===== config.mk =====
export PLATFORM = sky130hd
export DESIGN_NAME = tdm_demux8
export DESIGN_NICKNAME = d
export VERILOG_FILES = /design/src/rtl/tdm_pkg.sv /design/src/rtl/tdm_slot_cnt.sv /design/src/rtl/tdm_demux8.sv
export SDC_FILE = /design/constraint.sdc
export NUM_CORES = 1
export LEC_CHECK = 0
export CAP_MARGIN = 0
export CORE_MARGIN = 3
export CORE_UTILIZATION = 30
export DETAILED_ROUTE_END_ITERATION = 6
export PLACE_DENSITY = 0.52
export REMOVE_ABC_BUFFERS = 1
export SLEW_MARGIN = 10
export SYNTH_ARGS = -nofsm -noshare
export SYNTH_HDL_FRONTEND = slang
export SYNTH_SLANG_ARGS = --single-unit

===== constraint.sdc =====
create_clock -name clk -period 1.9 [get_ports clk]
set_input_delay 0.19 -clock clk [delete_from_list [all_inputs] [get_ports clk]]
set_output_delay 0.19 -clock clk [all_outputs]
set_load 0.05 [all_outputs]

===== src/rtl/tdm_pkg.sv =====
// Shared types and constants for the 1:8 TDM receive path.
package tdm_pkg;
  localparam int NCH_DEF  = 8;
  localparam int SELW_DEF = 3;

  // Slots per frame: data slots only, or data plus one trailing even-parity slot.
  localparam int FRAME_LEN_DATA = NCH_DEF;
  localparam int FRAME_LEN_PAR  = NCH_DEF + 1;

  typedef enum logic [1:0] {
    IDLE = 2'd0,
    RECV = 2'd1,
    PAR  = 2'd2
  } state_t;
endpackage


===== src/rtl/tdm_slot_cnt.sv =====
// Modulo-N slot counter: sync clear, load-1 on frame start, advance on enable.
module tdm_slot_cnt #(
  parameter int N = 8,
  parameter int W = 3
) (
  input  logic         clk,
  input  logic         clr,
  input  logic         en,
  input  logic         ld1,
  output logic [W-1:0] cnt,
  output logic         wrap
);
  logic at_top;

  assign at_top = (cnt == W'(N - 1));
  // A load-1 means a new frame's slot 0 was taken, so it never counts as a wrap.
  assign wrap   = en & ~ld1 & at_top;

  always_ff @(posedge clk) begin
    if (clr)      cnt <= '0;
    else if (ld1) cnt <= W'(1);
    else if (en)  cnt <= at_top ? '0 : cnt + 1'b1;
  end
endmodule


===== src/rtl/tdm_demux8.sv =====
// 1:8 TDM demultiplexer: rebuilds one parallel word per serial frame.
// TDM_DEMUX8_PARITY_EN adds a trailing even-parity slot and the parity_err output.
module tdm_demux8
  import tdm_pkg::*;
#(
  parameter int NCH  = NCH_DEF,
  parameter int SELW = SELW_DEF
) (
  input  logic            clk,
  input  logic            rst,
  input  logic            din,
  input  logic            din_valid,
  input  logic            frame_start,
  output logic [NCH-1:0]  out,
  output logic            out_valid,
  output logic [SELW-1:0] slot,
  output logic            busy,
  output logic            frame_abort
`ifdef TDM_DEMUX8_PARITY_EN
  ,
  output logic            parity_err
`endif
);
  state_t         state, state_nxt;
  logic           start, abort, cnt_en, wrap, cmpl;
  logic [NCH-1:0] asm_q, asm_nxt;

  tdm_slot_cnt #(.N(NCH), .W(SELW)) u_cnt (
    .clk  (clk),
    .clr  (rst),
    .en   (cnt_en),
    .ld1  (start),
    .cnt  (slot),
    .wrap (wrap)
  );

  always_ff @(posedge clk) begin
    if (rst) state <= IDLE;
    else     state <= state_nxt;
  end

  always_comb begin
    state_nxt = state;
    case (state)
      IDLE: if (start) state_nxt = RECV;
`ifdef TDM_DEMUX8_PARITY_EN
      RECV: if (wrap) state_nxt = PAR;
      PAR:  if (start) state_nxt = RECV;
            else if (din_valid) state_nxt = IDLE;
`else
      RECV: if (wrap) state_nxt = IDLE;
`endif
      default: state_nxt = IDLE;
    endcase
  end

  // A frame_start outside IDLE drops the partial word and restarts at slot 0.
  always_comb begin
    start   = din_valid & frame_start;
    abort   = start & (state != IDLE);
    cnt_en  = din_valid & (state == RECV);
    asm_nxt = asm_q;
    if (start) begin
      asm_nxt    = '0;
      asm_nxt[0] = din;
    end else if (cnt_en) begin
      asm_nxt[slot] = din;
    end
`ifdef TDM_DEMUX8_PARITY_EN
    cmpl = (state == PAR) & din_valid & ~frame_start;
`else
    cmpl = wrap;
`endif
  end

  assign busy = (state != IDLE);

  always_ff @(posedge clk) begin
    if (rst) begin
      asm_q       <= '0;
      out         <= '0;
      out_valid   <= 1'b0;
      frame_abort <= 1'b0;
`ifdef TDM_DEMUX8_PARITY_EN
      parity_err  <= 1'b0;
`endif
    end else begin
      asm_q       <= asm_nxt;
      out_valid   <= cmpl;
      frame_abort <= abort;
`ifdef TDM_DEMUX8_PARITY_EN
      if (cmpl) begin
        out        <= asm_q;
        parity_err <= ^{asm_q, din};
      end
`else
      if (cmpl) out <= asm_nxt;
`endif
    end
  end
endmodule


==> results of run 1 <==
==> state kept, by name, summed over array words and instances (netlist names) <==
name	flops
u_cnt.cnt	3
asm_q	8
state	1
out	8
frame_abort	1
out_valid	1
==> layer usage <==
layer | wire length [µm] | share of wire (%)
met4 | 10 | 0.54
met2 | 775 | 42
met3 | 146 | 7.9
met1 | 908 | 49
met5 | 0 | 0
==> power groups by stage <==
stage | combinational, W | sequential (W) | clock [W]
after CTS | 0.0000709 | 0.000474 | 0.000271
after global placement | 0.0000711 | 0.000484 | 0
after floorplan | 0.0000237 | 0.000495 | 0
after global routing | 0.0000761 | 0.000476 | 0.000286
after detailed placement | 0.0000715 | 0.000484 | 0
final | 0.0000697 | 0.000474 | 0.000256
==> synthesized netlist by cell type, drive strengths merged, types with 2 or more instances <==
| cell | count |
|---|---|
| mux2i | 7 |
| ha | 2 |
| clkbuf | 3 |
| o21ai | 9 |
| a21oi | 4 |
| nand3b | 2 |
| nor3 | 3 |
| inv | 2 |
| nand2b | 2 |
| nand2 | 16 |
| dfxtp | 22 |
| nor2 | 13 |
| nand3 | 3 |
==> worst max path at each step <==
stage | from | endpoint | slack, ns | cells after the start
2_1_floorplan | u_cnt.cnt[0]$_SDFFE_PP0P_ | out[1]$_SDFFE_PP0P_ | 0.12 | 5
3_3_place_gp | din_valid | out[0]$_SDFFE_PP0P_ | 0.18 | 5
3_5_place_dp | din_valid | out[2]$_SDFFE_PP0P_ | 0.16 | 5
4_1_cts | u_cnt.cnt[2]$_SDFFE_PP0N_ | slot[2] | 0.001 | 1
5_1_grt | u_cnt.cnt[1]$_SDFFE_PP0N_ | slot[1] | 0.09 | 1
6_report | u_cnt.cnt[1]$_SDFFE_PP0N_ | slot[1] | 0.17 | 1
==> cells by family (layout without fill, tap and decap cells) <==
family / after synthesis / after routing / share of synthesized area, %
simple gates: 44 / 44 / 23.7
fa+ha+maj: 2 / 2 / 2.91
mux: 7 / 7 / 8.14
flops: 22 / 22 / 51.2
buf+inv: 6 / 27 / 3.05
compound gates: 16 / 16 / 11.0
==> area by class of cell <==
type                            instances  area (µm²)
Inverter                                2        7.51
Timing Repair Buffer                   21         206
Fill cell                             276        1470
Clock buffer                            4        36.3
Tap cell                               30        37.5
Sequential cell                        22         442
Multi-Input combinational cell         69         394
==> metrics by stage <==
stage | setup WS [ns] | cells | utilization [%] | instance area [µm²] | total power [W]
floorplan | 0.123 | 93 | - | 842 | 0.000519
global placement | 0.177 | 144 | 41.8 | 1080 | 0.000555
detailed placement | 0.158 | 144 | 41.8 | 1080 | 0.000556
CTS | 0.00135 | 148 | 43.1 | 1120 | 0.000816
global route | 0.0943 | 148 | 43.4 | 1120 | 0.000838
finish | 0.172 | 148 | 43.4 | 1120 | 0.000799
==> impl_metrics.toml, run 1 <==
[logic_synthesis]
ys.flop_type = "dfxtp_1"
synth_cells = 97
synth_cell_types = 23
postSynth.asyncResetShare_pct = 0
ys_ff_latch = 22
synth_top_area_share_pct = 51.2
synth_top_area_cell = "dfxtp_1"
yosysSeqAreaShare_pct = 51.2
syn_area_um2 = 861
synth_warnings = 0
synth-edff-count = 0
synth.avg_cell_area_um2 = 8.87
yosys-top-cells-area = "dfxtp_1 51%, mux2i_1 8.1%, nand2_1 7.0%"

[layout]
diodes = 0
final_cell_mix = "21 x dfxtp_1, 16 x nand2_1, 15 x clkdlybuf4s50_1"
syn2layout_area_growth_pct = 30.5
layout_commonest_cell = "dfxtp_1"
nets = 126
drive_gt1_share_pct = 7.63

[power]
p_int_w = 0.000611
power_frac_comb_pct = 8.7
leakage_nw = 0.435
clockPowerShare_pct = 32.0
max-vdd-ir-drop_v = 0.000433
switching_share_pct = 23.6
p_seq_share_pct = 59.3
p_switching_w = 0.000189
p_per_area_nw_per_um2 = 712

[sta]
report.final.setup_viol = 0
fin_crit_sh_pct = 90.9
relSlewSlack_pct = 66.0
tightest_slew_ns = 0.509
rsz0062_at_grt = "false"
finClkSkew_ns = 0.00487
fmax_mhz = 579
period_needed_ns = 1.73
slew_violations = 0
setup_tns_ns = 0
whs_ns = 0.467
hold_viol = 0

[worst_hold_path]
hold_start = "out[3]$_SDFFE_PP0P_"
worstHoldPathCells = 2
whs_endpoint = "out[3]$_SDFFE_PP0P_"
hold_path_class = "reg -> reg"

[drt]
drtIter0Drc = 14
drc = 0
drt-vias-per-instance = 4.80
wl_per_cell_um = 12.4
drtAntennaViolNets = 0
num_vias = 710
drtPass1Iterations = 4
drt-total-wl_um = 1840

[cts]
clockBufferDepth = 2
clkTransAtPathRegs_ns = 0.12
cts-htree-levels = 1
ctsHoldBuffers = 0
cts_buffers = 3
cts_tree = "done"
clk_latency_ns = 0.30
postCtsSetupRepairBufs = 0
cts_resized = 1
root_buffer = "clkbuf_4"
clock-sinks = 22

[global_routing]
grt_use_met1_pct = 14.6
antenna_found_initial = 0
grt_use_met3_pct = 3.49
gr-total-overflow = 0
grt_pass1_vias = 672
grt_use_met2_pct = 18.9
grt_max_degree = 13
grt_pass1_wl_um = 3160
gr-usage-all-layers_pct = 11.9
grt_busiest_layer = "met2"

[place]
gp_congestion = 0.776
io_buffers = 18
dpl.hpwl_um = 1350

[setup_path]
max_stage_delay_ns = 0.82
path_buf_inv = 1
crit_chain = "clkdlybuf4s50_1"
worstPathArrival_ns = 1.54
reg2regPathDepth = 5
r2r_end = "out[6]$_SDFFE_PP0P_"
r2r_slack_ns = 0.32
crit_required_ns = 1.71
cp_top_family = "buffers and inverters"
cp_slowest_cell = "clkdlybuf4s50_1"
crit_type = "reg -> out"
cp-end-kind = "output pin"
path_max_fanout = 5
cp-start-kind = "register"
reg2reg_from = "u_cnt.cnt[0]$_SDFFE_PP0P_"

[outcome]
status = "complete, no violations"

[floorplanning]
rows = 18
top_level_ports = 19
die-area_um2 = 3550
core_um2 = 2590
die_x_um = 59.6
initial_utilization_pct = 33.2
die_h_um = 59.6

[job]
maxCapViolCount = 0
(Power assumes the default switching activity.)
==> inputs of run 2 (changes only) <==
==> constraint.sdc (replaced) <==
create_clock -name clk -period 2 [get_ports clk]
set_input_delay 0.2 -clock clk [delete_from_list [all_inputs] [get_ports clk]]
set_output_delay 0.2 -clock clk [all_outputs]
set_load 0.05 [all_outputs]
==> run 2 against run 1 <==
Total power shrank 5.0%. Flip-flop and latch count stayed put. Sequential power is 5.1% lower. Largest power group unchanged. Highest routed layer unchanged. Count of clock-buffer cells in the layout unchanged. Die area unchanged.
==> impl_metrics.toml, run 2 (synthesis gave the netlist of run 1 again) <==
[outcome]
status = "complete, no violations"

[sta]
rsz0062_at_grt = "false"
tightest_slew_ns = 0.509
fin_crit_sh_pct = 94.7
relSlewSlack_pct = 66.0
setup_tns_ns = 0
slew_violations = 0
report.final.setup_viol = 0
timing.final.ws_setup_ns = 0.107
period_needed_ns = 1.89
finClkSkew_ns = 0.00489
fmax_mhz = 528
hold_viol = 0

[layout]
final_cell_mix = "22 x dfxtp_1, 18 x clkdlybuf4s50_1, 16 x nand2_1"
fin_util_pct = 43.2
reg.largest.list = "asm_q (8), out (8), u_cnt.cnt (3)"
syn2layout_area_growth_pct = 29.9
diodes = 0
final_area_um2 = 1120
nets = 126
drive_gt1_share_pct = 6.78
layout_commonest_cell = "dfxtp_1"

[floorplanning]
initial_utilization_pct = 33.2
die_h_um = 59.6
die_x_um = 59.6
die-area_um2 = 3550
core_um2 = 2590
top_level_ports = 19
rows = 18

[drt]
drtIter0Drc = 15
num_vias = 709
wl_per_cell_um = 12.4
drtPass1Iterations = 4
drc = 0
drt-total-wl_um = 1830
drt-vias-per-instance = 4.79
drtAntennaViolNets = 0

[power]
max-vdd-ir-drop_v = 0.000411
p_per_area_nw_per_um2 = 679
leakage_nw = 0.398

[place]
pre_cts_ws_ns = 0.248
gp_congestion = 0.776
dpl.hpwl_um = 1350
placed_area_um2 = 1080
io_buffers = 18

[cts]
cts_buffers = 3
clockBufferDepth = 2
ctsHoldBuffers = 0
cts-htree-levels = 1
clk_latency_ns = 0.30
cts_resized = 0
postCtsSetupRepairBufs = 0
root_buffer = "clkbuf_4"
cts_tree = "done"
clkTransAtPathRegs_ns = 0.12
clock-sinks = 22

[global_routing]
grt_pass1_wl_um = 3160
grt_max_degree = 13
gr-total-overflow = 0
antenna_found_initial = 0
grt_pass1_vias = 672
gr-usage-all-layers_pct = 11.9

[setup_path]
worstPathArrival_ns = 1.69
crit_chain = "clkdlybuf4s50_1"
r2r_slack_ns = 0.32
cp-end-kind = "output pin"
max_stage_delay_ns = 0.87
cp-start-kind = "register"
path_buf_inv = 1
cp_top_family = "buffers and inverters"
cp_slowest_cell = "clkdlybuf4s50_1"
crit_start = "u_cnt.cnt[2]$_SDFFE_PP0N_"
path_max_fanout = 9
r2r_end = "out[6]$_SDFFE_PP0P_"
reg2regPathDepth = 5
reg2reg_from = "u_cnt.cnt[0]$_SDFFE_PP0P_"
crit_required_ns = 1.80
crit_type = "reg -> out"

[worst_hold_path]
hold_start = "out[3]$_SDFFE_PP0P_"
whs_endpoint = "out[3]$_SDFFE_PP0P_"
hold_path_class = "reg -> reg"
worstHoldPathCells = 2

[job]
maxCapViolCount = 0
## run 2: cell types whose count changed in the layout (fill, tap and decap cells not counted), sizes merged
cell / change
clkdlybuf4s50: +3
dlymetal6s2s: -2
dlygate4sd2: -1
## run 2: cell type report
| type | count | area, µm² |
|---|---|---|
| clock buffer | 4 | 36.3 |
| fill | 281 | 1470 |
| inverter | 2 | 7.51 |
| multi-input combinational | 69 | 394 |
| sequential | 22 | 440 |
| tap | 30 | 37.5 |
| timing repair buffer | 21 | 203 |
## run 2: report_power, final
group / leakage [nW] / switching [W] / total [W] / internal, W
Sequential: 0.178 / 0.00000725 / 0.000450 / 0.000443
Combinational: 0.199 / 0.0000403 / 0.0000671 / 0.0000268
Clock: 0.0210 / 0.000132 / 0.000243 / 0.000111
## run 2: how the worst max path moves through the flow
stage | slack (ns) | cells after the start | end
finish | 0.11 | 1 | slot[2]
global route | 0.03 | 1 | busy
CTS | 0.09 | 1 | busy
detailed placement | 0.25 | 5 | out[2]$_SDFFE_PP0P_
global placement | 0.27 | 5 | out[0]$_SDFFE_PP0P_
floorplan | 0.22 | 5 | out[1]$_SDFFE_PP0P_
## run 2: worst reg2reg max path, cell delays in order, from the launching register on
cell and delay, ns:
dfxtp_1 0.49, ha_1 0.20, ha_1 0.19, nand4b_1 0.16, or2_1 0.37, o21ai_0 0.21
## run 2: per-stage QoR
step / power (W) / std cells / hold slack, ns
global route: 0.000797 / 148 / 0.501
finish: 0.000760 / 148 / 0.467
floorplan: 0.000493 / 93 / 0.269
detailed placement: 0.000528 / 144 / 0.446
global placement: 0.000527 / 144 / 0.439
CTS: 0.000776 / 148 / 0.473
## run 2: routing by layer
layer	global-route usage [%]	vias up	wire length, µm
met3	3.49	2	133
met5	0	-	0
met1	14.6	323	910
met4	5.70	0	10
met2	18.9	14	780
li1	-	370	-
==> inputs of run 3 (changes only) <==
--- a/config.mk
+++ b/config.mk
@@ -5,11 +5,10 @@
 export SDC_FILE = /design/constraint.sdc
 export NUM_CORES = 1
 export LEC_CHECK = 0
-export CAP_MARGIN = 0
 export CORE_MARGIN = 3
-export CORE_UTILIZATION = 30
+export CORE_UTILIZATION = 51
 export DETAILED_ROUTE_END_ITERATION = 6
-export PLACE_DENSITY = 0.52
+export PLACE_DENSITY = 0.81
 export REMOVE_ABC_BUFFERS = 1
 export SLEW_MARGIN = 10
 export SYNTH_ARGS = -nofsm -noshare
==> run 3 against run 2 <==
Core utilization increased by 29 points. Global-route usage increased by 7.2 points. Register-to-register slack got worse by 0.02 ns. Critical path type unchanged. Final cell count decreased by 10%. Maximum frequency decreased by 0.33%. Highest routed layer unchanged.
==> impl_metrics.toml, run 3 (synthesis gave the netlist of run 1 again) <==
[worst_hold_path]
hold_start = "out[2]$_SDFFE_PP0P_"
whs_endpoint = "out[2]$_SDFFE_PP0P_"
hold_path_class = "reg -> reg"
worstHoldPathCells = 2

[drt]
drtPass1Iterations = 4
wl_met1_um = 788
drtAntennaViolNets = 0
drt-vias-per-instance = 5.41
wl_per_cell_um = 13.5
met3_length_um = 56
drc = 0
drtIter0Drc = 13
num_vias = 719
dr_wl_met2_um = 942
drt-total-wl_um = 1800
highest_layer = "met4"

[cts]
clk_latency_ns = 0.30
clkTransAtPathRegs_ns = 0.12
root_buffer = "clkbuf_4"
cts_resized = 0
clock-sinks = 22
clockBufferDepth = 2
cts_buffers = 3
ctsHoldBuffers = 0
cts_tree = "done"
cts-htree-levels = 1
postCtsSetupRepairBufs = 0

[sta]
finClkSkew_ns = 0.00518
slew_violations = 0
fmax_mhz = 526
rsz0062_at_grt = "false"
tightest_slew_ns = 0.504
relSlewSlack_pct = 66.3
setup_tns_ns = 0
fin_crit_sh_pct = 95.0
hold_viol = 0
report.final.setup_viol = 0
period_needed_ns = 1.90

[job]
maxCapViolCount = 0

[layout]
nets = 125
reg.largest.list = "asm_q (8), out (8), u_cnt.cnt (3)"
fin_util_pct = 72.0
syn2layout_area_growth_pct = 28.9
layout_commonest_cell = "dfxtp_1"
drive_gt1_share_pct = 5.98
ff_latch_area_um2 = 440
final_cell_mix = "22 x dfxtp_1, 18 x clkdlybuf4s50_1, 16 x nand2_1"
multi_input_area_um2 = 394
diodes = 0
nFillCells = 119
final_cells = 133
final_area_um2 = 1110

[setup_path]
worstPathArrival_ns = 1.70
cp-start-kind = "register"
cp-end-kind = "output pin"
path_buf_inv = 1
reg2regPathDepth = 5
crit_chain = "clkdlybuf4s50_1"
r2r_slack_ns = 0.30
cp_top_family = "buffers and inverters"
crit_type = "reg -> out"
max_stage_delay_ns = 0.87
crit_start = "state[0]$_SDFFE_PP0P_"
crit_required_ns = 1.80
r2r_end = "out[5]$_SDFFE_PP0P_"
reg2reg_from = "u_cnt.cnt[0]$_SDFFE_PP0P_"
cp_slowest_cell = "clkdlybuf4s50_1"
path_max_fanout = 9

[place]
dp.cells = 129
io_buffers = 18
dpl.hpwl_um = 1240
placed_area_um2 = 1060
gp_congestion = 0.768

[floorplanning]
die_h_um = 47.1
die_x_um = 47.1
rows = 14
core_um2 = 1540
initial_utilization_pct = 55.8
die-area_um2 = 2220
top_level_ports = 19

[global_routing]
grt_max_degree = 14
grt_pass1_vias = 634
gr-total-overflow = 0
antenna_found_initial = 0
gr-usage-all-layers_pct = 19.0
grt_pass1_wl_um = 2980

[power]
leakage_nw = 0.400
p_per_area_nw_per_um2 = 768
max-vdd-ir-drop_v = 0.000582

[outcome]
status = "complete, no violations"
==> run 3: final cells by class <==
type                            instances  area share (%)
Sequential cell                        22            39.7
Multi-Input combinational cell         69            35.5
Timing Repair Buffer                   20            17.6
Clock inverter                          1            2.71
Clock buffer                            3            2.03
Tap cell                               16            1.80
Inverter                                2           0.676
==> run 3: worst max-delay path by stage <==
stage,endpoint,depth (start not counted)
after global routing,slot[2],1
after floorplan,out[1]$_SDFFE_PP0P_,5
after global placement,out[0]$_SDFFE_PP0P_,5
final,busy,1
after CTS,slot[2],1
after detailed placement,out[1]$_SDFFE_PP0P_,6
==> run 3: metrics by stage <==
step	power, W	worst slack (ns)	hold slack (ns)
after floorplan	0.000493	0.223	0.269
after global placement	0.000524	0.263	0.437
after detailed placement	0.000526	0.167	0.441
after CTS	0.000856	0.100	0.465
after global routing	0.000885	0.0345	0.502
final	0.000852	0.100	0.462
==> run 3: report_power, final <==
part / total (W) / internal [W] / switching [W]
sequential: 0.000451 / 0.000443 / 0.00000834
clock: 0.000335 / 0.000202 / 0.000133
combinational: 0.0000659 / 0.0000257 / 0.0000402
total: 0.000852 / 0.000671 / 0.000181
==> run 3: metal layers <==
metal / global-route usage [%] / up-vias
met5: 0 / -
met1: 26.3 / 332
met3: 2.30 / 2
met4: 4.42 / 0
met2: 31.7 / 15
li1: - / 370
